==> config.mk <==
export PLATFORM = sky130hd
export DESIGN_NAME = urv_dm_ahb_bridge
export DESIGN_NICKNAME = d
export VERILOG_FILES = /design/src/rtl/urv_dm_ahb_bridge.sv
export SDC_FILE = /design/constraint.sdc
export NUM_CORES = 1
export LEC_CHECK = 0
export CORE_MARGIN = 4
export CORE_UTILIZATION = 37
export CTS_BUF_LIST = sky130_fd_sc_hd__clkbuf_2 sky130_fd_sc_hd__clkbuf_4 sky130_fd_sc_hd__clkbuf_8
export DETAILED_ROUTE_END_ITERATION = 16
export HOLD_SLACK_MARGIN = 0.05
export PLACE_DENSITY = 0.75
export SLEW_MARGIN = 20
export SYNTH_ARGS = -nofsm -noshare
export SYNTH_HDL_FRONTEND = slang
export SYNTH_SLANG_ARGS = --single-unit
==> constraint.sdc <==
create_clock -name clk_i -period 1.38 [get_ports clk_i]
set_input_delay 0.345 -clock clk_i [delete_from_list [all_inputs] [get_ports clk_i]]
set_output_delay 0.345 -clock clk_i [all_outputs]
set_load 0.01 [all_outputs]
==> src/rtl/urv_dm_ahb_bridge.sv <==
// Bridges the urv_cpu data-memory port onto a single-outstanding, non-pipelined AHB-Lite master.
// Optional macro URV_DM_BUS_ERR_EN adds bus_err_o / bus_err_addr_o error reporting ports.
module urv_dm_ahb_bridge #(
  parameter logic [3:0]  HPROT_VAL = 4'b0011,
  parameter logic [31:0] ERR_DATA  = 32'h0000_0000
) (
  input  logic        clk_i,
  input  logic        rst_i,
  input  logic [31:0] dm_addr_i,
  input  logic [31:0] dm_data_s_i,
  input  logic [3:0]  dm_data_select_i,
  input  logic        dm_store_i,
  input  logic        dm_load_i,
  output logic        dm_ready_o,
  output logic [31:0] dm_data_l_o,
  output logic        dm_load_done_o,
  output logic        dm_store_done_o,
  output logic [31:0] HADDR,
  output logic [1:0]  HTRANS,
  output logic [2:0]  HSIZE,
  output logic        HWRITE,
  output logic [31:0] HWDATA,
  output logic [2:0]  HBURST,
  output logic [3:0]  HPROT,
  output logic        HMASTLOCK,
  input  logic [31:0] HRDATA,
  input  logic        HREADY,
  input  logic        HRESP
`ifdef URV_DM_BUS_ERR_EN
  ,
  output logic        bus_err_o,
  output logic [31:0] bus_err_addr_o
`endif
);

  typedef enum logic [1:0] {
    ST_IDLE,
    ST_ADDR,
    ST_DATA
  } state_t;

  state_t      state;
  state_t      state_nxt;

  logic        req;
  logic        accept;
  logic        complete;
  logic [2:0]  sel_size;
  logic [1:0]  sel_lo;

  logic [31:0] haddr_q;
  logic [2:0]  hsize_q;
  logic        hwrite_q;
  logic [31:0] hwdata_q;
  logic [31:0] data_l_q;
  logic        load_done_q;
  logic        store_done_q;

  assign req      = dm_load_i | dm_store_i;
  assign accept   = (state == ST_IDLE) && req;
  assign complete = (state == ST_DATA) && HREADY;

  always_ff @(posedge clk_i or negedge rst_i) begin
    if (!rst_i) begin
      state <= ST_IDLE;
    end else begin
      state <= state_nxt;
    end
  end

  always_comb begin
    state_nxt = state;
    case (state)
      ST_IDLE: if (req)    state_nxt = ST_ADDR;
      ST_ADDR: if (HREADY) state_nxt = ST_DATA;
      ST_DATA: if (HREADY) state_nxt = ST_IDLE;
      default:             state_nxt = ST_IDLE;
    endcase
  end

  always_comb begin
    HTRANS     = 2'b00;
    dm_ready_o = 1'b0;
    case (state)
      ST_IDLE: dm_ready_o = 1'b1;
      ST_ADDR: HTRANS     = 2'b10;
      default: ;
    endcase
  end

  // Unlisted select patterns fall back to an aligned word access.
  always_comb begin
    sel_size = 3'b010;
    sel_lo   = 2'b00;
    case (dm_data_select_i)
      4'b0011: begin sel_size = 3'b001; sel_lo = 2'b00; end
      4'b1100: begin sel_size = 3'b001; sel_lo = 2'b10; end
      4'b0001: begin sel_size = 3'b000; sel_lo = 2'b00; end
      4'b0010: begin sel_size = 3'b000; sel_lo = 2'b01; end
      4'b0100: begin sel_size = 3'b000; sel_lo = 2'b10; end
      4'b1000: begin sel_size = 3'b000; sel_lo = 2'b11; end
      default: ;
    endcase
  end

  always_ff @(posedge clk_i or negedge rst_i) begin
    if (!rst_i) begin
      haddr_q      <= 32'h0;
      hsize_q      <= 3'b010;
      hwrite_q     <= 1'b0;
      hwdata_q     <= 32'h0;
      data_l_q     <= 32'h0;
      load_done_q  <= 1'b0;
      store_done_q <= 1'b0;
    end else begin
      if (accept) begin
        haddr_q  <= {dm_addr_i[31:2], sel_lo};
        hsize_q  <= sel_size;
        hwrite_q <= dm_store_i;
        hwdata_q <= dm_data_s_i;
      end
      if (complete && !hwrite_q) begin
        data_l_q <= HRESP ? ERR_DATA : HRDATA;
      end
      load_done_q  <= complete && !hwrite_q;
      store_done_q <= complete && hwrite_q;
    end
  end

`ifdef URV_DM_BUS_ERR_EN
  logic [31:0] req_addr_q;
  logic        bus_err_q;
  logic [31:0] bus_err_addr_q;

  // The full byte address is kept separately because HADDR[1:0] comes from the lane select.
  always_ff @(posedge clk_i or negedge rst_i) begin
    if (!rst_i) begin
      req_addr_q     <= 32'h0;
      bus_err_q      <= 1'b0;
      bus_err_addr_q <= 32'h0;
    end else begin
      if (accept) begin
        req_addr_q <= dm_addr_i;
      end
      bus_err_q <= complete && HRESP;
      if (complete && HRESP) begin
        bus_err_addr_q <= req_addr_q;
      end
    end
  end

  assign bus_err_o      = bus_err_q;
  assign bus_err_addr_o = bus_err_addr_q;
`else
  logic unused_addr_lo;
  assign unused_addr_lo = ^dm_addr_i[1:0];
`endif

  assign HADDR           = haddr_q;
  assign HSIZE           = hsize_q;
  assign HWRITE          = hwrite_q;
  assign HWDATA          = hwdata_q;
  assign HBURST          = 3'b000;
  assign HPROT           = HPROT_VAL;
  assign HMASTLOCK       = 1'b0;
  assign dm_data_l_o     = data_l_q;
  assign dm_load_done_o  = load_done_q;
  assign dm_store_done_o = store_done_q;

endmodule

# ---- Word level (Yosys, flattened, before mapping)
# Index checks and enable logic that the tools add are counted.
dict set report word_totals {
  ff_bits 104
  inputBits 106
  output_inout_bits 113
  wordCells 39
}
dict set report classes {
  eq_ne 11
  n_mux 9
  n_bitwise 1
  reduce_logical 10
}
# cell count
set ops {}
lappend ops {{$mux 32} 1}
lappend ops {{$pmux 2 s3} 2}
lappend ops {{$eq 4x2->1 const B} 2}
lappend ops {{$eq 4x4->1 const B} 2}
lappend ops {{$mux 2} 4}
lappend ops {{$ne 2x2->1 const B} 3}
lappend ops {{$eq 4x1->1 const B} 1}
lappend ops {{$eq 4x3->1 const B} 1}
lappend ops {{$logic_and 1x1->1} 4}
lappend ops {{$pmux 2 s2} 1}
lappend ops {{$reduce_or 2->1} 2}
lappend ops {{$reduce_or 4->1} 1}
lappend ops {{$reduce_and 3->1} 1}
lappend ops {{$eq 2x1->1 const B} 1}
lappend ops {{$eq 2x2->1 const B} 1}
lappend ops {{$logic_not 2->1} 1}
lappend ops {{$logic_not 1->1} 1}
lappend ops {{$mux 1} 1}
lappend ops {{$or 1x1->1} 1}

# ---- Longest topological paths before layout
dict set report depth {
  word_depth 3
  ltp_mapped 5
  depth_no_buf 3
}

# ---- Least setup slack after synthesis
# Ideal clock, no wire load.
dict set report synth_path {
  path_type {register -> register}
  from {reg state[0]}
  to {reg haddr_q[30] (netlist: HADDR[30])}
  setup_time_ps 125
  t_arrival_ps 1357
  required_time_ps 1255
  path_slack_ps -102
  path_stages_with_launch 6
  n_path_buf 2
  period_less_slack_ps 1482
  path_cell_list {dfrtp_1 -> nor2_2 -> o21a_4 -> buf_12 -> buf_12 -> mux2_4}
}
dict set report synth_between {
  elab_chain_cells 2
}
# element line
set synth_rtl {}
lappend synth_rtl {{start: declaration} 42} ;# state_t state;
lappend synth_rtl {{start signal: assignment} 67} ;# state <= state_nxt;
lappend synth_rtl {{$logic_not 2->1} 60} ;# assign accept = (state == ST_IDLE) && req;
lappend synth_rtl {{$logic_and 1x1->1} 60}
lappend synth_rtl {{end signal: assignment} 117} ;# haddr_q <= {dm_addr_i[31:2], sel_lo};
lappend synth_rtl {{end: declaration} 51} ;# logic [31:0] haddr_q;
# Every way passes these cells.
# A chain may end at the register's enable or synchronous reset.

# ---- Worst setup path in the final report
dict set report layout_path {
  from {reg state[1]}
  to {reg haddr_q[7] (netlist: HADDR[7])}
}
# The elaborated chain is that of the path after synthesis.

==> results.toml <==
[status]
run_status = "finished with violations"
failed_checks = "negative setup slack"

[timing]
hold_viol_final = 0
max_freq_mhz = 653.8
finClkSkew_ps = 4.022
fin_ws_ps = -149.5
finalSetupViolations = 68
tns_ps = -6256
holdWs_ps = 484.6
min_period_ps = 1530
finalMaxSlewViolations = 0
fin_crit_sh_pct = 110.8
rsz0062_at_grt = "yes"

[setup_path]
endpoint_kind = "flop"
cp_data_required_time_ps = 1640
critPathArrivalTime_ps = 1790
r2r-start = "state[1]"
critPathMaxFanout = 7
r2r_setup_slack_ps = -150
cp-start-kind = "flop"
crit_path_start = "state[1]"
crit_type = "reg2reg"

[global_route]
groute.usage.overall_pct = 16.57
grt_max_degree = 82
grt-ovfl-total = 0
grt_pass1_vias = 3314
antenna_found_initial = 0
grt_pass1_wl_mm = 17.06

[hold_path]
worst_hold_startpoint = "dm_data_l_o[19]"
holdCritPathClass = "reg2reg"

[final_layout]
area_growth_pct = 55.35
stdcell_area_um2 = 6661
final_layout_size_suffix_gt1_share_pct = 39.28
num_antenna_cells = 0
nNetsFinal = 656

[placement]
place_congestion = 0.7444
post_dp_cell_area_um2 = 6518
io_buffers = 206
hpwl_mm = 8.185
post-place-ws_ps = -402.2

[logic_synthesis]
synth_async_sr_flop_share_pct = 100.0
ys_ff_latch = 103
synth_top_cell_by_area = "dfrtp_1"
synthTopCellsByArea = "dfrtp_1, mux2_4, mux2_2"
yosysMostFrequentCell = "dfrtp_1"
syn_area_um2 = 4288
synthCells = 315
yosysWarnings = 0
synth_edf_count = 0
ys_types = 26
synth_flop_cell = "dfrtp_1"
yosysTopAreaCellShare_pct = 59.53
avgSynthCellArea_um2 = 13.61
synth.top_cells.by_count = "dfrtp_1, mux2_2, nand2_1"
synth.yosys.seq_area_share_pct = 60.14

[clock_tree]
clkLatencyLatePin_ps = 370
cts-root-buf = "clkbuf_8"
cts_tree = "built"
cts_max_level = 3
clock-sinks = 103
numCtsBuffers = 9
clockBufferDepth = 2
clk_pin_slew_worst_paths_ps = 90

[route]
ant_nets = 0
drt_drc_violations_left = 0
drt-wirelength-per-cell_um = 16.41
drt-pass1-iter-count = 4
vias = 3149
vias_per_cell = 4.511
drt_iter0_drc = 115
drt_wl_total_mm = 11.45

[floorplan]
die_w_um = 115.7
dieArea_um2 = 13370
core-area_um2 = 11370
die_h_um = 115.7
rows = 39
start_util_pct = 37.71
io_pins = 219

[power_and_ir_drop]
powerDensity_nw_per_um2 = 2142
ir_drop_v = 0.001230
p_leak_nw = 3.206

[job]
drv_cap = 0
-- cell families (layout without fill, tap and decap cells) --
logic type / after synthesis / after routing / share of synthesized area [%]
AND/OR/NAND/NOR: 75 / 75 / 9.046
multiplexers: 67 / 67 / 20.19
flip-flops: 103 / 103 / 60.14
AO/OA/AOI/OAI: 36 / 36 / 4.610
buffers and inverters: 30 / 262 / 5.427
other: 2 / 10 / 0.1751
XOR/XNOR: 2 / 2 / 0.4086
-- timing repair --
item / CTS / global route
buffers inserted: 8 / 10
setup endpoints to repair: 168 / 185
endpoints found under the hold margin: 102 / 0
resized for setup: 237 / 113
pin swaps: 1 / 0
hold buffers: 1 / 0
gates cloned: 0 / 5
-- final cells by class --
class                           count  area [um^2]
Tap cell                          143        178.9
Multi-Input combinational cell    190         1618
Clock buffer                       16        188.9
Inverter                            3        11.26
Fill cell                         974         4708
Timing Repair Buffer              243         2085
Sequential cell                   103         2580
-- power breakdown --
| part | internal (mW) | total, mW | switching (mW) |
|---|---|---|---|
| Sequential | 4.46 | 5.27 | 0.807 |
| Combinational | 4.24 | 7.18 | 2.93 |
| Clock | 0.860 | 1.83 | 0.967 |
-- worst max-delay path: stages, from the launching register on --
cell and delay [ps]:
dfrtp_2 440, nor2_4 160, o21a_4 190, buf_12 150
clkbuf_16 170, mux2_4 300
-- path summary, 6_finish.rpt --
| check | to | cells after the start |
|---|---|---|
| min in group asynchronous | HADDR[10] | 3 |
| max reg2reg | HADDR[7] | 5 |
| max in group asynchronous | HSIZE[1] | 3 |
| max | HADDR[7] | 5 |
| min reg2reg | dm_data_l_o[19] | 2 |
| min | dm_data_l_o[19] | 2 |
-- cell usage in the layout (no fill, tap or decap), types with 2 or more instances in the layout --
master / count
nand2b_1: 32
o21ai_1: 3
clkbuf_8: 11
clkbuf_16: 4
o21ai_0: 29
xnor2_1: 2
clkdlybuf4s15_1: 10
conb_1: 10
buf_6: 5
buf_4: 23
inv_1: 3
buf_12: 7
dfrtp_1: 101
nor3_1: 2
nor2_1: 2
buf_2: 9
clkdlybuf4s15_2: 3
mux2_2: 11
clkdlybuf4s50_1: 102
nand2_1: 33
clkbuf_2: 78
mux2_4: 55
clkbuf_4: 5
-- state kept, by name, indices dropped and copies added (netlist names) --
name             count
HADDR               32
HWDATA              32
dm_data_l_o         32
HSIZE                2
state                2
HWRITE               1
dm_load_done_o       1
dm_store_done_o      1
-- metal layers --
layer	track usage, %	up-vias	routed length (um)
li1	-	1505	-
met2	26.89	134	5448
met4	6.497	0	223
met5	0	-	0
met1	20.09	1492	4648
met3	6.266	18	1132
-- per-stage QoR --
step	power [mW]	util [%]	instances
final	14.27	58.59	698
after global routing	15.14	58.59	698
after CTS	14.13	60.03	683
after detailed placement	12.61	57.32	658
after global placement	12.37	57.32	658
after floorplan	8.729	-	323
Note: power is estimated with default switching activity, not from simulation.
